--- src/rtl/mem_access_pkg.sv ---
// Shared types and lane helpers for the CPU-side data memory access unit.
// Little-endian lanes: the byte at address offset k lives in data bits [8k+7:8k].
package mem_access_pkg;

   typedef enum logic [2:0] {
      LB  = 3'd0,
      LBU = 3'd1,
      LH  = 3'd2,
      LHU = 3'd3,
      LW  = 3'd4,
      SB  = 3'd5,
      SH  = 3'd6,
      SW  = 3'd7
   } op_e;

   typedef enum logic [1:0] {
      S_IDLE,
      S_ISSUE,
      S_RDATA,
      S_RESP
   } state_e;

   function automatic logic is_load(op_e op);
      return (op inside {LB, LBU, LH, LHU, LW});
   endfunction

   // Any encoding outside the known set is reported as a fault as well.
   function automatic logic is_misaligned(op_e op, logic [1:0] off);
      case (op)
         LB, LBU, SB: return 1'b0;
         LH, LHU, SH: return off[0];
         LW, SW:      return (off != 2'b00);
         default:     return 1'b1;
      endcase
   endfunction

   // Halfword selection looks only at off[1], so an unchecked odd offset
   // falls back to the enclosing aligned halfword.
   function automatic logic [3:0] byteenable_for(op_e op, logic [1:0] off);
      case (op)
         LB, LBU, SB: return 4'b0001 << off;
         LH, LHU, SH: return off[1] ? 4'b1100 : 4'b0011;
         LW, SW:      return 4'b1111;
         default:     return 4'b0000;
      endcase
   endfunction

   function automatic logic [31:0] extend_load(op_e op, logic [1:0] off, logic [31:0] rdata);
      logic signed [7:0]  sbyte;
      logic signed [15:0] shalf;
      sbyte = rdata[8*off +: 8];
      shalf = off[1] ? rdata[31:16] : rdata[15:0];
      case (op)
         LB:      return 32'(sbyte);
         LBU:     return {24'h0, sbyte};
         LH:      return 32'(shalf);
         LHU:     return {16'h0, shalf};
         LW:      return rdata;
         default: return 32'h0;
      endcase
   endfunction

endpackage

--- src/rtl/mem_lane_align.sv ---
// Combinational lane steering: byte enables and replicated store data for the
// write path, lane extraction and extension for the read path.
module mem_lane_align
   import mem_access_pkg::*;
(
   input  logic [2:0]  op,
   input  logic [1:0]  off,
   input  logic [31:0] wdata,
   input  logic [31:0] rdata,
   output logic [3:0]  byteenable,
   output logic [31:0] wdata_lane,
   output logic [31:0] rdata_ext
);

   op_e op_t;

   assign op_t       = op_e'(op);
   assign byteenable = byteenable_for(op_t, off);
   assign rdata_ext  = extend_load(op_t, off, rdata);

   always_comb begin
      wdata_lane = wdata;
      case (op_t)
         SB:      wdata_lane = {4{wdata[7:0]}};
         SH:      wdata_lane = {2{wdata[15:0]}};
         default: wdata_lane = wdata;
      endcase
   end

endmodule

--- src/rtl/mem_access_unit.sv ---
// Single-outstanding load/store initiator for the byte-enabled 32-bit data memory.
// Accepts one request in IDLE, issues it, waits out waitrequest and returns one response pulse.
module mem_access_unit
   import mem_access_pkg::*;
#(
   parameter int ADDR_W      = 32,
   parameter bit CHECK_ALIGN = 1'b1
)
(
   input  logic              clk,
   input  logic              reset,
   input  logic              req_valid,
   output logic              req_ready,
   input  logic [2:0]        req_op,
   input  logic [ADDR_W-1:0] req_addr,
   input  logic [31:0]       req_wdata,
   output logic              resp_valid,
   output logic [31:0]       resp_rdata,
   output logic              resp_fault,
   output logic [ADDR_W-1:0] mem_address,
   output logic              mem_read,
   output logic              mem_write,
   output logic [3:0]        mem_byteenable,
   output logic [31:0]       mem_writedata,
   input  logic              mem_waitrequest,
   input  logic [31:0]       mem_readdata
);

   state_e      state;
   state_e      state_next;
   op_e         req_op_t;
   op_e         op_q;
   logic [1:0]  off_q;
   logic        fault_now;
   logic        in_idle;

   logic [2:0]  align_op;
   logic [1:0]  align_off;
   logic [3:0]  align_be;
   logic [31:0] align_wd;
   logic [31:0] align_rd;

   assign req_op_t  = op_e'(req_op);
   assign in_idle   = (state == S_IDLE);
   assign fault_now = CHECK_ALIGN && is_misaligned(req_op_t, req_addr[1:0]);

   // One lane block serves both directions: in IDLE it sees the incoming
   // request (write path), afterwards the captured op/offset (read path).
   assign align_op  = in_idle ? req_op        : op_q;
   assign align_off = in_idle ? req_addr[1:0] : off_q;

   mem_lane_align u_align (
      .op         (align_op),
      .off        (align_off),
      .wdata      (req_wdata),
      .rdata      (mem_readdata),
      .byteenable (align_be),
      .wdata_lane (align_wd),
      .rdata_ext  (align_rd)
   );

   always_ff @(posedge clk) begin
      if (reset) begin
         state <= S_IDLE;
      end else begin
         state <= state_next;
      end
   end

   always_comb begin
      state_next = state;
      case (state)
         S_IDLE: begin
            if (req_valid) begin
               state_next = fault_now ? S_RESP : S_ISSUE;
            end
         end
         S_ISSUE: begin
            if (!mem_waitrequest) begin
               state_next = is_load(op_q) ? S_RDATA : S_RESP;
            end
         end
         S_RDATA: state_next = S_RESP;
         S_RESP:  state_next = S_IDLE;
         default: state_next = S_IDLE;
      endcase
   end

   always_ff @(posedge clk) begin
      if (in_idle && req_valid) begin
         op_q  <= req_op_t;
         off_q <= req_addr[1:0];
      end
   end

   always_ff @(posedge clk) begin
      if (reset) begin
         req_ready      <= 1'b1;
         resp_valid     <= 1'b0;
         resp_rdata     <= 32'h0;
         resp_fault     <= 1'b0;
         mem_read       <= 1'b0;
         mem_write      <= 1'b0;
         mem_address    <= '0;
         mem_byteenable <= 4'h0;
         mem_writedata  <= 32'h0;
      end else begin
         req_ready  <= (state_next == S_IDLE);
         resp_valid <= (state_next == S_RESP);
         case (state)
            S_IDLE: begin
               if (req_valid) begin
                  if (fault_now) begin
                     resp_fault <= 1'b1;
                     resp_rdata <= 32'h0;
                  end else begin
                     resp_fault     <= 1'b0;
                     mem_read       <= is_load(req_op_t);
                     mem_write      <= !is_load(req_op_t);
                     mem_address    <= {req_addr[ADDR_W-1:2], 2'b00};
                     mem_byteenable <= align_be;
                     mem_writedata  <= align_wd;
                  end
               end
            end
            // Strobes drop only once the memory has taken the access.
            S_ISSUE: begin
               if (!mem_waitrequest) begin
                  mem_read   <= 1'b0;
                  mem_write  <= 1'b0;
                  resp_fault <= 1'b0;
                  resp_rdata <= 32'h0;
               end
            end
            S_RDATA: resp_rdata <= align_rd;
            default: ;
         endcase
      end
   end

endmodule

--- config.mk ---
export PLATFORM = sky130hd
export DESIGN_NAME = mem_access_unit
export DESIGN_NICKNAME = d
export VERILOG_FILES = /design/src/rtl/mem_access_pkg.sv /design/src/rtl/mem_lane_align.sv /design/src/rtl/mem_access_unit.sv
export SDC_FILE = /design/constraint.sdc
export NUM_CORES = 1
export LEC_CHECK = 0
export BUFFER_PORTS_ARGS = -buffer_cell sky130_fd_sc_hd__buf_2
export CAP_MARGIN = 20
export CORE_UTILIZATION = 48
export CTS_CLUSTER_SIZE = 14
export DETAILED_ROUTE_END_ITERATION = 10
export PLACE_DENSITY = 0.8
export SLEW_MARGIN = 15
export SYNTH_ARGS = -nofsm -noshare
export SYNTH_HDL_FRONTEND = slang
export SYNTH_SLANG_ARGS = --single-unit
--- constraint.sdc ---
create_clock -name clk -period 2.5 [get_ports clk]
set_input_delay 0.5 -clock clk [delete_from_list [all_inputs] [get_ports clk]]
set_output_delay 0.5 -clock clk [all_outputs]
set_load 0.02 [all_outputs]
; Yosys cells after proc, flatten, opt, wreduce, memory -nomap -nowiden
; Index checks and enable logic that the tools add are counted.
[word_totals]
register_bits = 110
in_bits = 103
output_inout_bits = 105
elab_cells = 90
[classes]
n_eq_ne = 26
shifts = 2
mux = 27
n_bitwise = 1
reduce_logical = 22
[op_table]
columns = op, count
row1 = $pmux W32 S5, 1
row2 = $mux W32, 3
row3 = $pmux W32 S3, 1
row4 = $pmux W32 S2, 1
row5 = $shiftx A32 B6 Y8, 1
row6 = $eq A3 B3 Y1 const B, 9
row7 = $eq A3 B2 Y1 const B, 6
row8 = $mux W16, 1
row9 = $pmux W4 S3, 1
row10 = $reduce_or A3 Y1, 4
row11 = $reduce_bool A5 Y1, 2
row12 = $eq A3 B1 Y1 const B, 3
row13 = $logic_not A3 Y1, 3
row14 = $mux W1, 8
row15 = $mux W2, 4
row16 = $ne A2 B2 Y1 const B, 4
row17 = $pmux W2 S4, 1
row18 = $reduce_and A4 Y1, 2
row19 = $eq A2 B2 Y1 const B, 3
row20 = $pmux W1 S2, 3
row21 = $reduce_and A3 Y1, 2
row22 = $logic_not A2 Y1, 2
row23 = $mux W4, 1
row24 = $reduce_bool A2 Y1, 2
row25 = other kinds (9), 10

; Logic depth before layout (Yosys ltp)
[logic_depth]
depth_word = 7
mapped_depth = 10
depth_no_buf = 6

; Modules after synthesis
; Synthesis repeated with hierarchy kept, for this count alone.
[unflattened]
cells_unflattened = 686
hier_area_um2 = 5696.7
[by_module_without_submodules]
columns = module, instances, cells_per_inst, area_per_inst_um2, seq_area_each_um2
row1 = mem_access_unit, 1, 523, 4352.9, 2252.2
row2 = mem_lane_align, 1, 163, 1343.8, 0.0

; Least setup slack after synthesis
; Ideal clock, no wire load.
[synth_timing]
kind = input -> register
from = in req_addr[0]
to = reg resp_rdata[16]
setup_time_ns = 0.142
t_arrival_ns = 1.994
required_time_ns = 2.358
slack_ns = 0.364
stages = 7
path_buffers = 1
cell_sequence = or3b_4 > and2_4 > mux2_4 > o211a_1 > o21ai_4 > buf_6 > a221oi_1
[synth_between]
elab_chain_cells = 4
word_cells_on_any_way = 8
cone_classes = eq/ne (1) / shift (1) / mux (4) / reduce/logical (2)
[synth_rtl]
columns = element, line_no
row1 = from (decl), mem_access_unit.sv:15  ; input logic [ADDR_W-1:0] req_addr,
row2 = $mux W2 / $reduce_bool A2 Y1 (equally long branches), "mem_access_unit.sv:50, mem_access_pkg.sv:32"
row3 = $shiftx A32 B6 Y8 / $pmux W1 S3 (equally long branches), "mem_access_pkg.sv:51, mem_access_pkg.sv:29"
row4 = $pmux W32 S5 / $ne A2 B2 Y1 (equally long branches), --
row5 = $pmux W32 S3 / $reduce_and A4 Y1 (equally long branches), --
row6 = to (signal assigned), mem_access_unit.sv:135  ; S_RDATA: resp_rdata <= align_rd;
row7 = to (decl), mem_access_unit.sv:18  ; output logic [31:0] resp_rdata,
; Several ways; a longest one is shown, not always the timed one.
; A chain may end at the register's enable or synchronous reset.

; Final worst setup path
[layout_timing]
from = reg state[0]
to = reg resp_rdata[19]
[layout_between]
elab_chain_cells = 5
word_cells_on_any_way = 19
cone_classes = eq/ne (9) / shift (1) / mux (5) / reduce/logical (4)
[layout_rtl]
columns = element, line_no
row1 = from (decl), mem_access_unit.sv:29  ; state_e state;
row2 = from (signal assigned), mem_access_unit.sv:66  ; state <= state_next;
row3 = $logic_not A2 Y1, "mem_access_unit.sv:44, mem_access_unit.sv:110"
row4 = $mux W2 / $mux W3 (equally long branches), "mem_access_unit.sv:50, mem_access_unit.sv:49"
row5 = "$shiftx A32 B6 Y8, or another cell as far along", mem_access_pkg.sv:51  ; sbyte = rdata[8*off +: 8];
row6 = $pmux W32 S5, mem_access_pkg.sv:53  ; case (op)
row7 = $pmux W32 S3, mem_access_unit.sv:110  ; case (state)
; Several ways; a longest one is shown, not always the timed one.

==> qor.csv <==
metric;value;unit
worstPathMaxFanout;16;
clkTransAtPathRegs;0.12;ns
ys_seq_area_share;45.81;%
routed_via_density;5.619;
worst_clock_skew;0.02210;ns
rsz0062_at_grt;false;
post-cts-setup-buffers;0;
ys_ff_latch;110;
htree_levels;3;
clock_latency;0.39;ns
holdPathStages;3;
power_density;669.6;nW/um^2
ff2ff_path_depth;6;
end_kind;flop;
synthXorXnorAreaFrac;0.1782;%
required;2.74;ns
synthArstFlopShare;0;%
p_leak;2.802;nW
synth_top_area_share;42.76;%
yosysMostFrequentCell;nand2_1;
start_util;49.84;%
synthAdderAreaFrac;0;%
areaGrowthSynthToFinish;28.00;%
finalHoldViolCount;0;
synth-simple-area-share;18.89;%
finalCriticalPeriod;2.312;ns
die_area;10650;sq um
drv_slew;0;
tightest_slew;0.7652;ns
grt_pass1_wl;22.44;mm
status;finished, final reports clean;
relSlewSlack;48.80;%
drc;0;
synth.distinct_cells;58;
synth_top_family_by_area;compound AO/OA/AOI/OAI gates;
synth_common_cells;148 x nand2_1, 105 x dfxtp_1, 58 x a21oi_1;
fin_crit_sh;92.49;%
port_buffers;205;
cts_hold_buffers;0;
critPathLaunchType;flop;
ir_worst_vdd;357.5;uV
routed_wl;15.06;mm
rows;36;
drive_gt1_share;33.33;%
antennaDiodeCount;0;
syn_area;4916;sq um
cts_buffer_depth;2;
grt_overflow_total;0;
utilization;63.79;%
fin_tns_setup;0;ns
worstPathArrival;2.55;ns
ios;208;
die_w;103.2;um
final_nets;872;
synth.largest_area_cell;dfxtp_1;
synthFlopType;dfxtp_1;
antenna_found_initial;0;
yosysWarnings;0;
routedWlPerCell;16.60;um
synth_compound_area_share;24.94;%
cts_buffers;9;
vias;5096;
cts_resized;0;
cts-root-buf;clkbuf_8;
setup-violations-final;0;
cts_tree;yes;
avgSynthCellArea;8.476;sq um
max_freq;432.5;MHz
dp_hpwl;11.04;mm
drv_cap;0;
path_class;flop to flop;
grt_max_degree;75;
drtAntennaViolNets;0;
synth_mux_area_share;5.269;%
first_global_vias;4549;
drt-initial-drc-count;206;
gp_congestion;0.8579;
cts.sinks;110;
synth_edf_count;5;
die_h;103.2;um
synth_cells;580;
core-area;9864;sq um
grt_use_total;27.51;%
synthTopCellsByArea;dfxtp_1 43%, nand2_1 11%, a21oi_1 5.9%;
firstDrtPassIters;5;
hold_class;input port to flop;
## path summary, 6_finish.rpt
path                   startpoint         endpoint  slack [ns]
setup reg to reg         state[0]   resp_rdata[19]        0.19
hold reg to reg   mem_address[20]  mem_address[20]        0.46
setup / recovery         state[0]   resp_rdata[19]        0.19
hold / removal       req_addr[17]  mem_address[17]        0.32
## per-stage QoR
step                total power, mW  instance area [sq um]  worst slack (ns)  cells  hold slack (ns)
global route                  4.416                   6292           0.06157    907           0.3155
global placement              3.138                   6095           0.09256    891           0.4394
floorplan                     2.753                   4920            0.3644    581           0.5333
finish                        4.213                   6292            0.1877    907           0.3249
CTS                           4.220                   6285            0.1096    907           0.3129
detailed placement            3.171                   6095           0.02620    891           0.4418
## state kept, by name, summed over array words and instances (netlist names)
signal          cells
op_q                3
mem_byteenable      4
mem_address        30
mem_write           1
req_ready           1
resp_rdata         32
resp_fault          1
off_q               2
resp_valid          1
mem_writedata      32
mem_read            1
state               2
## layout by cell type (no fill, tap or decap), types with 8 or more instances in the layout
| master | Yosys | final |
|---|---|---|
| a211oi_1 | 13 | 13 |
| a21oi_1 | 58 | 57 |
| a221oi_1 | 27 | 27 |
| a22oi_1 | 16 | 16 |
| a311oi_1 | 9 | 9 |
| buf_2 | 10 | 205 |
| buf_4 | 4 | 14 |
| clkbuf_8 | 0 | 9 |
| dfxtp_1 | 105 | 104 |
| mux2i_1 | 14 | 14 |
| nand2_1 | 148 | 148 |
| nor2_1 | 39 | 38 |
| o22ai_1 | 8 | 8 |
| o2bb2ai_1 | 15 | 15 |
| or3_1 | 9 | 9 |
## layer usage
metal | part of all wire, % | up-vias | track usage [%]
met5 | 0 | - | 0
met4 | 2.1 | 0 | 11.92
met3 | 8.1 | 24 | 6.317
met2 | 48 | 230 | 44.77
met1 | 42 | 2376 | 35.11
li1 | - | 2466 | -
## kinds of logic (layout without fill, tap and decap cells)
family                 after synthesis  in the layout
AO/OA/AOI/OAI                      173            173
other                                1              2
multiplexers                        21             21
XOR/XNOR                             1              1
AND/OR/NAND/NOR                    222            222
flip-flops                         110            110
buffers and inverters               52            245
## area by class of cell
cell class / count / area (sq um)
clock buffers: 10 / 127.6
clock inverters: 6 / 62.56
fillers: 866 / 3572
inverters: 6 / 22.52
multi-input cells: 419 / 2449
flip-flops and latches: 110 / 2253
well taps: 133 / 166.4
repair buffers: 223 / 1211
## power by group
| part | total (mW) | switching [mW] | internal, mW | leakage (nW) |
|---|---|---|---|---|
| combinational | 1.19 | 0.742 | 0.444 | 1.80 |
| sequential | 1.96 | 0.0752 | 1.89 | 0.903 |
| clock | 1.07 | 0.674 | 0.392 | 0.0965 |
## worst max-delay path: stages (launching register included)
cell      delay (ns)
dfxtp_1         0.43
or3b_4          0.43
and2_4          0.17
mux2_4          0.30
o211a_1         0.25
o21ai_4         0.43
a221oi_1        0.17
No activity file was read; power rests on OpenSTA's default activity.
